$ cat src/rtl/conv_job_sequencer.sv
// conv_job_sequencer: job scheduler for the binary 3x3 XNOR convolution accelerator.
// The host queues jobs in a small FIFO. Jobs launch one at a time with a one-cycle acc_run_o
// pulse, and the sequencer follows acc_busy_i until the job completes. Each completion
// produces a record on a valid/ready handshake with the job id and the elapsed cycle count.
//
// Optional feature macro: TIMEOUT_EN. When it is defined, watchdogs abort jobs stuck in
// WAIT_BUSY or RUN. When it is undefined, done_timeout_o is tied to 0.
//
// Ports:
//   clk_i, reset_i        clock; synchronous active-high reset
//   job_valid_i/ready_o   host job push handshake
//   job_*_i               job descriptor (input/output/weight address, id)
//   acc_run_o             one-cycle launch pulse
//   acc_busy_i            accelerator busy
//   acc_*_o               descriptor of the current job
//   done_valid_o/ready_i  completion handshake
//   done_id_o             id of the completed job
//   done_cycles_o         cycles spent in WAIT_BUSY plus RUN (saturating)
//   done_timeout_o        job aborted by the watchdog
//   seq_idle_o            IDLE state with an empty queue
//   fifo_count_o          queue occupancy
module conv_job_sequencer #(
  parameter int unsigned FIFO_DEPTH    = 4,
  parameter int unsigned ID_W          = 4,
  parameter int unsigned CYC_W         = 16,
  parameter int unsigned START_TIMEOUT = 8,
  parameter int unsigned RUN_TIMEOUT   = 4096
) (
  input  logic                        clk_i,
  input  logic                        reset_i,
  input  logic                        job_valid_i,
  output logic                        job_ready_o,
  input  logic [11:0]                 job_in_base_i,
  input  logic [11:0]                 job_out_base_i,
  input  logic [11:0]                 job_wgt_addr_i,
  input  logic [ID_W-1:0]             job_id_i,
  output logic                        acc_run_o,
  input  logic                        acc_busy_i,
  output logic [11:0]                 acc_in_base_o,
  output logic [11:0]                 acc_out_base_o,
  output logic [11:0]                 acc_wgt_addr_o,
  output logic                        done_valid_o,
  input  logic                        done_ready_i,
  output logic [ID_W-1:0]             done_id_o,
  output logic [CYC_W-1:0]            done_cycles_o,
  output logic                        done_timeout_o,
  output logic                        seq_idle_o,
  output logic [$clog2(FIFO_DEPTH):0] fifo_count_o
);

  localparam int unsigned PtrW = $clog2(FIFO_DEPTH);
  localparam int unsigned CntW = PtrW + 1;
  localparam int unsigned EntW = 36 + ID_W;

  typedef enum logic [2:0] {StIdle, StLaunch, StWaitBusy, StRun, StDone} state_e;

  if (FIFO_DEPTH < 2 || (FIFO_DEPTH & (FIFO_DEPTH - 1)) != 0) begin : g_bad_depth
    $error("FIFO_DEPTH must be a power of two >= 2");
  end
  if (START_TIMEOUT == 0 || RUN_TIMEOUT == 0) begin : g_bad_timeout
    $error("START_TIMEOUT and RUN_TIMEOUT must be non-zero");
  end

  // Job queue
  logic [EntW-1:0] mem_q [FIFO_DEPTH];
  logic [PtrW-1:0] wr_ptr_q, rd_ptr_q;
  logic [CntW-1:0] count_q, count_d;
  logic            push, pop;
  logic [EntW-1:0] head;

  assign job_ready_o = (count_q < CntW'(FIFO_DEPTH));
  assign push        = job_valid_i & job_ready_o;
  assign head        = mem_q[rd_ptr_q];

  always_comb begin
    count_d = count_q;
    unique case ({push, pop})
      2'b10:   count_d = count_q + CntW'(1);
      2'b01:   count_d = count_q - CntW'(1);
      default: count_d = count_q;
    endcase
  end

  always_ff @(posedge clk_i) begin
    if (push) begin
      mem_q[wr_ptr_q] <= {job_id_i, job_wgt_addr_i, job_out_base_i, job_in_base_i};
    end
  end

  always_ff @(posedge clk_i) begin
    if (reset_i) begin
      wr_ptr_q <= '0;
      rd_ptr_q <= '0;
      count_q  <= '0;
    end else begin
      if (push) wr_ptr_q <= wr_ptr_q + PtrW'(1);
      if (pop)  rd_ptr_q <= rd_ptr_q + PtrW'(1);
      count_q <= count_d;
    end
  end

  // Sequencer
  state_e           state_q, state_d;
  logic [CYC_W-1:0] cnt_q, cnt_d, cnt_inc;
  logic [11:0]      in_base_q, out_base_q, wgt_q;
  logic [ID_W-1:0]  id_q;

  assign cnt_inc = (&cnt_q) ? cnt_q : cnt_q + CYC_W'(1);

`ifdef TIMEOUT_EN
  logic timeout_set;
  logic timeout_q;
`endif

  always_comb begin
    state_d = state_q;
    cnt_d   = cnt_q;
    pop     = 1'b0;
`ifdef TIMEOUT_EN
    timeout_set = 1'b0;
`endif
    unique case (state_q)
      StIdle: begin
        if (count_q != '0) begin
          pop     = 1'b1;
          state_d = StLaunch;
        end
      end
      StLaunch: begin
        cnt_d   = '0;
        state_d = StWaitBusy;
      end
      StWaitBusy: begin
        cnt_d = cnt_inc;
        if (acc_busy_i) begin
          state_d = StRun;
`ifdef TIMEOUT_EN
        end else if (cnt_inc == CYC_W'(START_TIMEOUT)) begin
          state_d     = StDone;
          timeout_set = 1'b1;
`endif
        end
      end
      StRun: begin
        cnt_d = cnt_inc;
        if (!acc_busy_i) begin
          state_d = StDone;
`ifdef TIMEOUT_EN
        end else if (cnt_inc == CYC_W'(RUN_TIMEOUT)) begin
          state_d     = StDone;
          timeout_set = 1'b1;
`endif
        end
      end
      StDone: begin
        if (done_ready_i) state_d = StIdle;
      end
      default: state_d = StIdle;
    endcase
  end

  always_ff @(posedge clk_i) begin
    if (reset_i) begin
      state_q    <= StIdle;
      cnt_q      <= '0;
      in_base_q  <= '0;
      out_base_q <= '0;
      wgt_q      <= '0;
      id_q       <= '0;
    end else begin
      state_q <= state_d;
      cnt_q   <= cnt_d;
      // Descriptor registers only move on a pop, so they stay stable through DONE.
      if (pop) begin
        {id_q, wgt_q, out_base_q, in_base_q} <= head;
      end
    end
  end

`ifdef TIMEOUT_EN
  always_ff @(posedge clk_i) begin
    if (reset_i) begin
      timeout_q <= 1'b0;
    end else if (state_q == StLaunch) begin
      timeout_q <= 1'b0;
    end else if (timeout_set) begin
      timeout_q <= 1'b1;
    end
  end
  assign done_timeout_o = timeout_q;
`else
  assign done_timeout_o = 1'b0;
`endif

  assign acc_run_o      = (state_q == StLaunch);
  assign done_valid_o   = (state_q == StDone);
  assign seq_idle_o     = (state_q == StIdle) && (count_q == '0);
  assign acc_in_base_o  = in_base_q;
  assign acc_out_base_o = out_base_q;
  assign acc_wgt_addr_o = wgt_q;
  assign done_id_o      = id_q;
  assign done_cycles_o  = cnt_q;
  assign fifo_count_o   = count_q;

endmodule

$ cat config.mk
export PLATFORM = sky130hd
export DESIGN_NAME = conv_job_sequencer
export DESIGN_NICKNAME = d
export VERILOG_FILES = /design/src/rtl/conv_job_sequencer.sv
export SDC_FILE = /design/constraint.sdc
export NUM_CORES = 1
export LEC_CHECK = 0
export CORE_MARGIN = 4
export CORE_UTILIZATION = 30
export CTS_CLUSTER_SIZE = 10
export DETAILED_ROUTE_END_ITERATION = 8
export SLEW_MARGIN = 20
export SYNTH_ARGS = -nofsm -noshare
export SYNTH_HDL_FRONTEND = slang
export SYNTH_SLANG_ARGS = --single-unit
$ cat constraint.sdc
create_clock -name clk_i -period 6.97 [get_ports clk_i]
set_input_delay 1.0455 -clock clk_i [delete_from_list [all_inputs] [get_ports clk_i]]
set_output_delay 1.0455 -clock clk_i [all_outputs]
set_load 0.01 [all_outputs]
==> metrics <==
Reg2Reg Setup Slack 3.32 ns; Final #Nets 720; Worst path depth 9; Final ANT Viol Nets 0; Main synth FF type edfxtp_1; clock skew 0.01190 ns; Mean Syn Cell Area 15.36 um2; Post-Synth Simple-Gate Area 9.286%; RR Startpoint state_q[2]$_SDFFE_PP0P_; ANT cells 0; FF/Latch Area 0.006131 mm2; CP max FO 42; 1st-pass router iterations 4; Buffers on Ports 107; top post-synthesis cells by area edfxtp_1 56%, dfxtp_1 15%, mux4_2 11%, nand2_1 3.9%, a21oi_1 2.7%; Max-Cap Viols 0; Slew @ Worst Pin 0.9217 ns; CTS resizes 0; area of the multi-input gates 0.002292 mm2; initial core utilization 30.59%; hold buffer count at CTS 0; post-synth net total 610; final worst-path cycle share 52.40%; kind of critical path reg2reg; final setup margin 3.318 ns; #FFs+latches synth 226; CP endpoint fifo_count_o[2]$_SDFFE_PP0P_; Cells after DPL 1018; H-tree Lvls 1; status finished, final reports clean; Leakage Power 3.459 nW; Total Wirelength 18530 um; TritonCTS clock tree done; Place WS 3.238 ns; slew margin rel. 38.29%; startpoint types register; Filler Cell Count 2640; GR Overflow Total 0; clock sinks 226; die width 177.0 um; Synth warnings 0; Fin. Hold Viols 0; EDFF count, synth 160; Req. time, crit path 7.42 ns; Core Footprint 0.02801 mm2; Worst R2R Path Depth 9; Clock Tree Root clkbuf_16; num ports 109; power density cells 377.6 mW/mm2; min-delay worst type reg2reg; CP max stage cell inv_2; unrepaired setup endpoints after global routing false; Vias/cell 4.714; mux cell area share after synthesis 10.51%; GPL Wtd Cong 0.8302; XOR/XNOR Fraction of Synth Area 0.6132%; Netlist Area Pre-Place 0.008569 mm2; Hold Crit Depth 2; Starting DRT DRC Count 306; Final Non-Filler Cells 1065; top cells by count, synth 160 x edfxtp_1, 90 x nand2_1, 66 x dfxtp_1; crit-path cells nor3_1 > nand2_2 > inv_2 > ha_1 > inv_1 > fa_1 > xor2_1 > or3_1 > a21oi_1; largest family of logic cells by synthesized area multiplexers; Top delay family on crit path simple AND/OR/NAND/NOR gates; Synth Area in Compound Gates 5.037%; FMAX 0.2738 GHz; vias 5020; Reg-to-Reg End fifo_count_o[2]$_SDFFE_PP0P_; DR DRC count 0; area grow syn2layout 26.03%; final count of negative-setup-slack endpoints 0; DIE HEIGHT 177.0 um; most frequent cell after synthesis edfxtp_1; Post-Synth Adder-Cell Area 1.110%; clk_lat worst skew 0.53 ns; Tmin final 3.652 ns; first-pass GRT wire length 28810 um; crit path from state_q[2]$_SDFFE_PP0P_; dominant cell type by area after synthesis edfxtp_1; initial antenna violation count 0; Clock Path Buffers 3; share of the synthesized area in the top cell type 56.07%; Slowest Stage Delay on Critical Path 0.90 ns; # Post-CTS Setup Buffers 0; Rows 61; GRT Total Usage 11.68%; Die ar. 0.03133 mm2; largest net degree at the start of global routing 59; CP arrival 4.10 ns; Worst VDD drop 0.2488 mV; proportion of layout cells with a drive suffix above 1 12.95%; Final HPWL DP 11340 um; Routed wire per std cell 17.40 um; number of global-route vias before repair 5107; Num CTS Buffers 26; clock input transition at the sequential cells of the worst setup and hold paths 0.06 ns; Seq/Total Area, Yosys 71.48%; Mapped Cells 558; synth unique cells 45; Buf/Inv on CP 2; Worst Setup End Kind register; fin. max-slew vios 0; post-route setup TNS 0 ns; share of synthesized registers carrying an async set or reset 0%
## flip-flops by register name, summed over array words and instances, names as in the netlist
signal	flops
acc_in_base_o	12
acc_out_base_o	12
acc_wgt_addr_o	12
done_cycles_o	16
done_id_o	4
fifo_count_o	3
mem_q	160
rd_ptr_q	2
state_q	3
wr_ptr_q	2
## worst min-delay path by stage
stage | startpoint | endpoint | slack, ns
final | done_id_o[2]$_SDFFE_PP0P_ | done_id_o[2]$_SDFFE_PP0P_ | 0.45
after global routing | acc_in_base_o[11]$_SDFFE_PP0P_ | acc_in_base_o[11]$_SDFFE_PP0P_ | 0.47
after CTS | acc_wgt_addr_o[5]$_SDFFE_PP0P_ | acc_wgt_addr_o[5]$_SDFFE_PP0P_ | 0.46
after detailed placement | acc_wgt_addr_o[5]$_SDFFE_PP0P_ | acc_wgt_addr_o[5]$_SDFFE_PP0P_ | 0.45
after global placement | acc_in_base_o[6]$_SDFFE_PP0P_ | acc_in_base_o[6]$_SDFFE_PP0P_ | 0.44
after floorplan | acc_in_base_o[0]$_SDFFE_PP0P_ | acc_in_base_o[0]$_SDFFE_PP0P_ | 0.48
## logic make-up (layout without fill, tap and decap cells)
logic type	count (synthesis)	after routing
flops	226	226
simple gates	165	165
compound gates	72	72
buf+inv	41	170
mux	40	40
fa+ha+maj	7	7
xor+xnor	6	6
other cells	1	1
## through the flow
stage                     utilization [%]  area (um2)  power [mW]  hold slack, ns
final                               38.56       10800       4.079          0.4541
after global routing                38.56       10800       4.316          0.4739
after CTS                           38.56       10800       4.147          0.4568
after detailed placement            35.86       10040       2.932          0.4485
after global placement              35.86       10040       2.920          0.4430
after floorplan                         -        8569       2.443          0.4805
## layout make-up
| class | instances | area share (%) |
|---|---|---|
| clock buffer | 46 | 6.719 |
| clock inverter | 1 | 0.2780 |
| inverter | 10 | 0.3475 |
| multi-input combinational | 291 | 21.22 |
| sequential | 226 | 56.77 |
| tap | 378 | 4.379 |
| timing repair buffer | 113 | 10.29 |
## cell usage in the layout (no fill, tap or decap), types with 2 or more instances in the layout
cell type and n:
a21oi_1 46, a311oi_1 2, a31oi_1 10, and2_2 4
and3_1 2, buf_4 6, clkbuf_1 20, clkbuf_16 26
clkdlybuf4s50_1 106, dfxtp_1 64, edfxtp_1 160, ha_1 6
inv_1 9, mux4_2 40, nand2_1 89, nand2_2 2
nand2b_1 3, nand3_1 20, nand3b_1 3, nand4_1 4
nand4_4 2, nor2_1 12, nor2b_1 4, nor3_1 4
nor4_1 2, o211ai_1 2, o21ai_0 4, or3_1 3
or4_1 6, xnor2_1 2, xor2_1 4
## metal layers
layer | vias to the layer above | track usage (%) | wire (um)
li1 | 2339 | - | -
met4 | 0 | 2.515 | 315
met5 | - | 0 | 0
met2 | 151 | 19.28 | 8798
met3 | 24 | 2.564 | 1161
met1 | 2506 | 15.96 | 8258
## worst register-to-register path, stage by stage, from the launching register on
cell	delay, ns
dfxtp_1	0.38
nor3_1	0.37
nand2_2	0.58
inv_2	0.91
ha_1	0.33
inv_1	0.06
fa_1	0.37
xor2_1	0.15
or3_1	0.30
a21oi_1	0.13
## power by group
group	total, mW	switching, mW	internal [mW]
Combinational	1.04	0.544	0.498
Clock	1.20	0.499	0.702
Sequential	1.84	0.143	1.69
Total	4.08	1.18	2.89
(Power assumes the default switching activity.)
